<file path="config.mk">
export PLATFORM = sky130hd
export DESIGN_NAME = wb_frame_reader_flat
export DESIGN_NICKNAME = d
export VERILOG_FILES = /design/src/rtl/wb_frame_reader_if.sv /design/src/rtl/wb_frame_reader.sv /design/src/flat_wrapper.sv
export SDC_FILE = /design/constraint.sdc
export NUM_CORES = 2
export LEC_CHECK = 0
export CORE_ASPECT_RATIO = 1.4
export CORE_MARGIN = 5
export CORE_UTILIZATION = 60
export CTS_BUF_LIST = sky130_fd_sc_hd__clkbuf_2 sky130_fd_sc_hd__clkbuf_4 sky130_fd_sc_hd__clkbuf_8
export DETAILED_ROUTE_END_ITERATION = 8
export GPL_ROUTABILITY_DRIVEN = 0
export PLACE_DENSITY = 0.86
export SLEW_MARGIN = 15
export SYNTH_ARGS = -nofsm -noshare
export SYNTH_HDL_FRONTEND = slang
export SYNTH_SLANG_ARGS = --single-unit
export TNS_END_PERCENT = 10
</file>
<file path="constraint.sdc">
create_clock -name clk -period 9.3 [get_ports clk]
set_input_delay 1.86 -clock clk [delete_from_list [all_inputs] [get_ports clk]]
set_output_delay 1.86 -clock clk [all_outputs]
set_load 0.01 [all_outputs]
</file>
<file path="src/rtl/wb_frame_reader_if.sv">
// Wishbone bus bundle between a burst-reading master and a memory slave.
// Clock and reset travel with the bus so both ends share one domain.
interface wb_frame_reader_if (
    input logic clk,
    input logic rst
);
    logic        cyc;
    logic        stb;
    logic        we;
    logic [3:0]  sel;
    logic [31:0] adr;
    logic [2:0]  cti;
    logic [1:0]  bte;
    logic [31:0] dat_ms;
    logic [31:0] dat_sm;
    logic        ack;
    logic        err;
    logic        rty;

    modport master (
        input  clk, rst, dat_sm, ack, err, rty,
        output cyc, stb, we, sel, adr, cti, bte, dat_ms
    );

    modport slave (
        input  clk, rst, cyc, stb, we, sel, adr, cti, bte, dat_ms,
        output dat_sm, ack, err, rty
    );
endinterface

</file>
<file path="src/rtl/wb_frame_reader.sv">
// Wishbone burst-read master that loops over a framebuffer and streams the words
// out through a first-word-fall-through FIFO, flagging word 0 of every frame.
module wb_frame_reader #(
    parameter logic [31:0] BASE_ADR   = 32'h0,
    parameter int          NB_WORDS   = 1024,
    parameter int          BURST_LEN  = 16,
    parameter int          FIFO_DEPTH = 64
) (
    wb_frame_reader_if.master wb_m,
    input  logic              enable,
    output logic [31:0]       pix_data,
    output logic              pix_sof,
    output logic              pix_valid,
    input  logic              pix_ready
);
    localparam int IDX_W  = $clog2(NB_WORDS);
    localparam int BEAT_W = $clog2(BURST_LEN);
    localparam int PTR_W  = $clog2(FIFO_DEPTH);
    localparam int CNT_W  = PTR_W + 1;

    localparam logic [IDX_W-1:0]  LAST_IDX    = IDX_W'(NB_WORDS - 1);
    localparam logic [BEAT_W-1:0] LAST_BEAT   = BEAT_W'(BURST_LEN - 1);
    localparam logic [CNT_W-1:0]  DEPTH_C     = CNT_W'(FIFO_DEPTH);
    localparam logic [CNT_W-1:0]  BURST_C     = CNT_W'(BURST_LEN);
    localparam logic [2:0]        CTI_CLASSIC = 3'b000;
    localparam logic [2:0]        CTI_INCR    = 3'b010;
    localparam logic [2:0]        CTI_END     = 3'b111;

    if (NB_WORDS % BURST_LEN != 0) begin : g_bad_frame_len
        $error("wb_frame_reader: NB_WORDS must be a multiple of BURST_LEN");
    end
    if (BURST_LEN < 2 || FIFO_DEPTH < BURST_LEN || (FIFO_DEPTH & (FIFO_DEPTH - 1)) != 0) begin : g_bad_sizes
        $error("wb_frame_reader: need BURST_LEN >= 2 and power-of-2 FIFO_DEPTH >= BURST_LEN");
    end

    typedef enum logic {S_IDLE, S_BURST} state_t;

    state_t            r_state, w_state_next;
    logic              r_cyc, w_cyc_next;
    logic              r_stb, w_stb_next;
    logic [31:0]       r_adr, w_adr_next;
    logic [2:0]        r_cti, w_cti_next;
    logic [IDX_W-1:0]  r_word_idx, w_word_idx_next;
    logic [BEAT_W-1:0] r_beat, w_beat_next;
    logic [BEAT_W-1:0] w_beat_inc;
    logic [31:0]       w_start_adr;
    logic [CNT_W-1:0]  w_free;

    logic [32:0]       r_mem [FIFO_DEPTH];
    logic [PTR_W-1:0]  r_wr_ptr, r_rd_ptr;
    logic [CNT_W-1:0]  r_count;
    logic              w_push, w_pop;
    logic              w_unused_ok;

    assign w_beat_inc  = r_beat + 1'b1;
    assign w_start_adr = BASE_ADR + (32'(r_word_idx) << 2);
    assign w_free      = DEPTH_C - r_count;
    assign w_push      = (r_state == S_BURST) && wb_m.ack;
    assign w_pop       = pix_valid && pix_ready;
    assign w_unused_ok = &{1'b0, wb_m.err, wb_m.rty};

    always_comb begin
        w_state_next    = r_state;
        w_cyc_next      = r_cyc;
        w_stb_next      = r_stb;
        w_adr_next      = r_adr;
        w_cti_next      = r_cti;
        w_word_idx_next = r_word_idx;
        w_beat_next     = r_beat;
        case (r_state)
            S_IDLE: begin
                // A whole burst of FIFO space is claimed up front, so acks never overflow.
                if (enable && w_free >= BURST_C) begin
                    w_state_next = S_BURST;
                    w_cyc_next   = 1'b1;
                    w_stb_next   = 1'b1;
                    w_adr_next   = w_start_adr;
                    w_cti_next   = CTI_INCR;
                end
            end
            S_BURST: begin
                if (wb_m.ack) begin
                    w_word_idx_next = (r_word_idx == LAST_IDX) ? '0 : r_word_idx + 1'b1;
                    w_adr_next      = r_adr + 32'd4;
                    if (r_beat == LAST_BEAT) begin
                        w_state_next = S_IDLE;
                        w_cyc_next   = 1'b0;
                        w_stb_next   = 1'b0;
                        w_cti_next   = CTI_CLASSIC;
                        w_beat_next  = '0;
                    end else begin
                        w_beat_next = w_beat_inc;
                        w_cti_next  = (w_beat_inc == LAST_BEAT) ? CTI_END : CTI_INCR;
                    end
                end
            end
            default: w_state_next = S_IDLE;
        endcase
    end

    always_ff @(posedge wb_m.clk) begin
        if (wb_m.rst) begin
            r_state    <= S_IDLE;
            r_cyc      <= 1'b0;
            r_stb      <= 1'b0;
            r_adr      <= BASE_ADR;
            r_cti      <= CTI_CLASSIC;
            r_word_idx <= '0;
            r_beat     <= '0;
        end else begin
            r_state    <= w_state_next;
            r_cyc      <= w_cyc_next;
            r_stb      <= w_stb_next;
            r_adr      <= w_adr_next;
            r_cti      <= w_cti_next;
            r_word_idx <= w_word_idx_next;
            r_beat     <= w_beat_next;
        end
    end

    always_ff @(posedge wb_m.clk) begin
        if (w_push) begin
            r_mem[r_wr_ptr] <= {r_word_idx == '0, wb_m.dat_sm};
        end
    end

    always_ff @(posedge wb_m.clk) begin
        if (wb_m.rst) begin
            r_wr_ptr <= '0;
            r_rd_ptr <= '0;
            r_count  <= '0;
        end else begin
            if (w_push) r_wr_ptr <= r_wr_ptr + 1'b1;
            if (w_pop)  r_rd_ptr <= r_rd_ptr + 1'b1;
            if (w_push && !w_pop) begin
                r_count <= r_count + 1'b1;
            end else if (!w_push && w_pop) begin
                r_count <= r_count - 1'b1;
            end
        end
    end

    a_no_overflow: assert property (@(posedge wb_m.clk) disable iff (wb_m.rst)
        !(w_push && r_count == DEPTH_C))
        else $error("wb_frame_reader: FIFO push while full");

    // Fall-through read: the head word is visible the cycle after its ack.
    assign pix_valid          = (r_count != '0);
    assign {pix_sof, pix_data} = r_mem[r_rd_ptr];

    assign wb_m.cyc    = r_cyc;
    assign wb_m.stb    = r_stb;
    assign wb_m.adr    = r_adr;
    assign wb_m.cti    = r_cti;
    assign wb_m.we     = 1'b0;
    assign wb_m.sel    = 4'hF;
    assign wb_m.bte    = 2'b00;
    assign wb_m.dat_ms = 32'h0;
endmodule

</file>
<file path="src/flat_wrapper.sv">
// flat-port wrapper written by rule: the top's interface ports become plain ports
module wb_frame_reader_flat 
#(
    parameter logic [31:0] BASE_ADR   = 32'h0,
    parameter int          NB_WORDS   = 1024,
    parameter int          BURST_LEN  = 16,
    parameter int          FIFO_DEPTH = 64
)
  (enable, pix_data, pix_sof, pix_valid, pix_ready, clk, rst, wb_m_dat_sm, wb_m_ack, wb_m_err, wb_m_rty, wb_m_cyc, wb_m_stb, wb_m_we, wb_m_sel, wb_m_adr, wb_m_cti, wb_m_bte, wb_m_dat_ms);
  wb_frame_reader_if wb_m_i (.clk(clk), .rst(rst));
  input  logic enable;
  output logic [31:0] pix_data;
  output logic pix_sof;
  output logic pix_valid;
  input  logic pix_ready;
  input wire logic clk;
  input wire logic rst;
  input wire logic [$bits(wb_m_i.dat_sm)-1:0] wb_m_dat_sm;
  input wire logic [$bits(wb_m_i.ack)-1:0] wb_m_ack;
  input wire logic [$bits(wb_m_i.err)-1:0] wb_m_err;
  input wire logic [$bits(wb_m_i.rty)-1:0] wb_m_rty;
  output wire logic [$bits(wb_m_i.cyc)-1:0] wb_m_cyc;
  output wire logic [$bits(wb_m_i.stb)-1:0] wb_m_stb;
  output wire logic [$bits(wb_m_i.we)-1:0] wb_m_we;
  output wire logic [$bits(wb_m_i.sel)-1:0] wb_m_sel;
  output wire logic [$bits(wb_m_i.adr)-1:0] wb_m_adr;
  output wire logic [$bits(wb_m_i.cti)-1:0] wb_m_cti;
  output wire logic [$bits(wb_m_i.bte)-1:0] wb_m_bte;
  output wire logic [$bits(wb_m_i.dat_ms)-1:0] wb_m_dat_ms;
  assign wb_m_i.dat_sm = wb_m_dat_sm;
  assign wb_m_i.ack = wb_m_ack;
  assign wb_m_i.err = wb_m_err;
  assign wb_m_i.rty = wb_m_rty;
  assign wb_m_cyc = wb_m_i.cyc;
  assign wb_m_stb = wb_m_i.stb;
  assign wb_m_we = wb_m_i.we;
  assign wb_m_sel = wb_m_i.sel;
  assign wb_m_adr = wb_m_i.adr;
  assign wb_m_cti = wb_m_i.cti;
  assign wb_m_bte = wb_m_i.bte;
  assign wb_m_dat_ms = wb_m_i.dat_ms;
  wb_frame_reader #(.BASE_ADR(BASE_ADR), .NB_WORDS(NB_WORDS), .BURST_LEN(BURST_LEN), .FIFO_DEPTH(FIFO_DEPTH)) u_core (.wb_m(wb_m_i), .enable(enable), .pix_data(pix_data), .pix_sof(pix_sof), .pix_valid(pix_valid), .pix_ready(pix_ready));
endmodule
</file>
==> results_tabular.tex <==
\begin{tabular}{lr}
\hline
Metric & Value \\
\hline
\multicolumn{2}{l}{\textbf{Route}} \\
DRT Wirelength & about 230000 um \\
Number of vias after detailed routing & between 40000 and 50000 \\
First-pass iteration count of the detailed router & 7 \\
Detailed-route DRC error count & 0 \\
Number of nets with antenna violations after detailed routing & 0 \\
Average wire per standard cell & $\sim$36 um \\
First DRT Iteration DRCs & $\sim$7600 \\
Average via count per standard cell & between 7 and 8 \\
\multicolumn{2}{l}{\textbf{Min path}} \\
Hold crit path type & reg -> reg \\
Hold wc startpoint & u\_core.r\_rd\_ptr[1]\$\_SDFFE\_PP0N\_ \\
\multicolumn{2}{l}{\textbf{STA}} \\
Unrepaired setup endpoints after global routing & false \\
Setup Skew & 0.0764 ns \\
Count of endpoints failing setup in the final report & 0 \\
Post-route worst setup slack & about 1.9 ns \\
Setup TNS & 0 ns \\
Fin. max-slew vios & 0 \\
Tightest Pin Transition & around 1.2 ns \\
Period minus WS final & around 7.4 ns \\
Hold Slack & 0.483 ns \\
Slew headroom & between 15 and 20\% \\
Final hold viol count & 0 \\
Portion of the clock cycle consumed by the worst path in the final layout & between 70\% and 80\% \\
Peak clock frequency supported by timing & roughly 130 MHz \\
\multicolumn{2}{l}{\textbf{Clock network}} \\
Root buffer cell & clkbuf\_8 \\
Postcts setup bufs & 0 \\
Skew-Pair Late Insertion Delay & $\sim$1 ns \\
H-tree depth & 5 \\
Number of resized instances in the post-cts repair step & 0 \\
TritonCTS Buffers & about 320 \\
Clock tree sinks & $\sim$2200 \\
Cts-stage hold buffer count & 0 \\
Clock transition at the registers of the reported paths & approximately 0.06 ns \\
TritonCTS clock tree & yes \\
Maximum clock path buffer count & 4 \\
\multicolumn{2}{l}{\textbf{Setup path}} \\
Buffers \& Inverters on Critical Path & 4 \\
Worst reg2reg startpoint & u\_core.r\_state\$\_SDFF\_PP0\_ \\
Data arrival time of the critical path & 5.56 ns \\
Worst path cell trace & buf\_4 -> buf\_4 -> inv\_1 -> and3\_1 -> nor4\_1 -> nor4\_1 -> o211ai\_1 -> clkdlybuf4s50\_1 \\
Family of cells with the greatest summed delay on the critical path & buffers and inverters \\
Delay contributed by the slowest stage of the critical path & about 0.77 ns \\
Category of the worst setup path capture point & output pin \\
CP Data Required Time & between 7 and 8 ns \\
Classification of the worst setup path & reg -> out \\
Critical path startpoint category & flop \\
Peak fanout along the critical path & 40 \\
Cell with the largest stage delay on the worst path & dfxtp\_4 \\
\multicolumn{2}{l}{\textbf{Synth}} \\
Share of async-settable or async-resettable flops after synthesis & 0\% \\
Sequential fraction of the synthesis area & between 70 and 80\% \\
Cell area after technology mapping & $\sim$84000 um\^{}2 \\
Post-synthesis register bit count & between 2000 and 2500 \\
Most frequently used flop master after synthesis & edfxtp\_1 \\
Cell taking the most area after synthesis & edfxtp\_1 \\
Cells taking the most area after synthesis & edfxtp\_1, mux4\_2, dfxtp\_1 \\
Number of enable-type register cells in the synthesized netlist & 2112 \\
Syn Inst Count & around 3900 \\
Synthesized area divided by synthesized cell count & approximately 21 um\^{}2 \\
Yosys Warn Count & 0 \\
Netlist cell types & 64 \\
Share of the synthesized area in the top cell type & about three quarters \\
\multicolumn{2}{l}{\textbf{Final layout}} \\
Growth of design area from synthesis to finish & 10.8\% \\
Number of nets in the finished design & 4297 \\
Fraction of final layout cells sized beyond drive strength 1 & $\sim$28\% \\
Leading cell type in the layout, fill and taps excluded & edfxtp\_1 \\
Commonest cells after routing, fill and taps aside & edfxtp\_1, mux4\_2, clkbuf\_8 \\
\multicolumn{2}{l}{\textbf{Placement}} \\
Setup slack after placement & between 3 and 4 ns \\
Number of I/O port buffers & about 110 \\
Post-detailed-placement half-perimeter wirelength & roughly 120000 um \\
\multicolumn{2}{l}{\textbf{Global routing}} \\
GRT Total Usage & roughly 31\% \\
Initial antenna violation count & 15 \\
Global-route wire length before repair & about 320000 um \\
Maximum number of pins on one net before global-route repair & between 100 and 150 \\
Remaining Overflow, GRT & 0 \\
Vias in the first global route & 46600 \\
\multicolumn{2}{l}{\textbf{Die}} \\
I/O pin total & 149 \\
Floorplan die area & 148000 um\^{}2 \\
Height of the chip & roughly 450 um \\
Core box area & roughly 140000 um\^{}2 \\
Die Wd & roughly 330 um \\
Starting Density & between 60\% and 70\% \\
Core Rows & around 160 \\
\multicolumn{2}{l}{\textbf{Power}} \\
Clock power frac & between 30\% and 40\% \\
Power per Cell Area & between 200 and 250 nW/um\^{}2 \\
Combinational share of power & 15.1\% \\
Part of the total power dissipated in sequential elements & between 50\% and 60\% \\
Leakage & between 20 and 30 nW \\
Switching share of power & between 20\% and 30\% \\
Largest vdd supply drop & around 0.21 mV \\
Switching pwr & between 5 and 6 mW \\
Cell-internal power & $\sim$16 mW \\
\multicolumn{2}{l}{\textbf{Job}} \\
Maximum Capacitance Violations & 0 \\
\multicolumn{2}{l}{\textbf{Outcome}} \\
Run status & completed \\
\hline
\end{tabular}
## flip-flops by register name, summed over array words and instances (netlist names), named ones only
| name | flops |
|---|---|
| u_core.r_rd_ptr | 6 |
| u_core.wb_m.adr | 30 |
| u_core.r_count | 7 |
| u_core.r_state | 1 |
| u_core.wb_m.cyc | 1 |
| u_core.r_beat | 4 |
| u_core.r_word_idx | 10 |
| u_core.r_wr_ptr | 6 |
| u_core.r_mem | 2112 |
| u_core.wb_m.cti | 2 |
## metrics by stage
| stage | utilization [%] | power [mW] | instance area (um^2) | std cells |
|---|---|---|---|---|
| after CTS | 66.9 | 21.5 | 93300 | 6260 |
| after detailed placement | 62.8 | 14.3 | 87600 | 5729 |
| final | 66.9 | 21.4 | 93400 | 6266 |
| after global placement | 62.8 | 14.2 | 87600 | 5729 |
| after floorplan | - | 13.4 | 84400 | 3976 |
| after global routing | 66.9 | 22.1 | 93400 | 6264 |
## synth_stat cells (4+ instances only)
cell,instances
edfxtp_1,2112
mux4_2,510
nor2_1,144
a21oi_1,110
clkbuf_1,93
mux2i_1,83
buf_4,79
nand2_1,77
dfxtp_1,73
a221oi_1,70
buf_2,69
o21ai_0,50
o221ai_1,43
a22o_1,40
mux2_2,34
nor3_1,34
nand3_1,29
o22ai_1,29
and3_1,19
xor2_1,17
inv_1,16
nand4_1,16
buf_1,15
nor2b_1,15
ha_1,14
nor4_1,10
and2_1,8
or3_1,8
or4_1,8
xnor2_1,8
a21o_1,7
nand2b_1,7
or2_2,7
a211oi_1,6
nand3b_1,6
o211ai_1,6
o221a_2,6
a21boi_0,5
o31ai_1,5
a22oi_1,4
a31oi_1,4
buf_6,4
## metal layers
metal,part of all wire (%),global-route usage [%],vias up
met5,0.061,0,-
met4,7.3,18.5,13
met3,13,8.62,1060
met2,49,50.4,4622
met1,30,36.8,22700
li1,-,-,17100
## worst min-delay path, delay by kind of cell, from the launching register on
kind               cells  cell delay, ns
and+or+nand+nor        1            0.05
AOI/OAI and AO/OA      1            0.07
DFF                    1            0.32
## cell type report
class,count,area (um^2)
well taps,1804,2260
repair buffers,209,1790
clock inverters,124,696
clock buffers,407,5080
fillers,7649,46100
multi-input cells,1514,18600
flip-flops and latches,2185,64900
inverters,17,63.8
diodes,6,15.0
## cell families (layout without fill, tap and decap cells)
| family | Yosys count | after routing | synth area share [%] |
|---|---|---|---|
| buffers and inverters | 277 | 757 | 1.72 |
| and+or+nand+nor | 398 | 398 | 2.27 |
| DFF | 2185 | 2185 | 77.0 |
| AOI/OAI and AO/OA | 407 | 407 | 3.39 |
| xor gates and xnor gates | 25 | 25 | 0.260 |
| adders and majority gates | 15 | 15 | 0.232 |
| muxes | 628 | 628 | 15.1 |
| other | 2 | 47 | 0.00891 |
## path summary, 6_finish.rpt
path | slack [ns] | end | cells past startpoint
max | 1.88 | pix_data[15] | 8
min | 0.48 | flop | 2
max reg2reg | 4.40 | u_core.r_mem[19][14]$_DFFE_PP_ | 5
min reg2reg | 0.48 | flop | 2
## power by group through the flow
stage,Clock (mW),Combinational (mW),Sequential (mW)
after CTS,7.30,3.22,10.9
final,7.26,3.23,10.9
after global placement,0,3.03,11.1
after floorplan,0,2.38,11.1
after global routing,7.79,3.41,10.9
after detailed placement,0,3.15,11.1
Note: power is estimated with default switching activity, not from simulation.
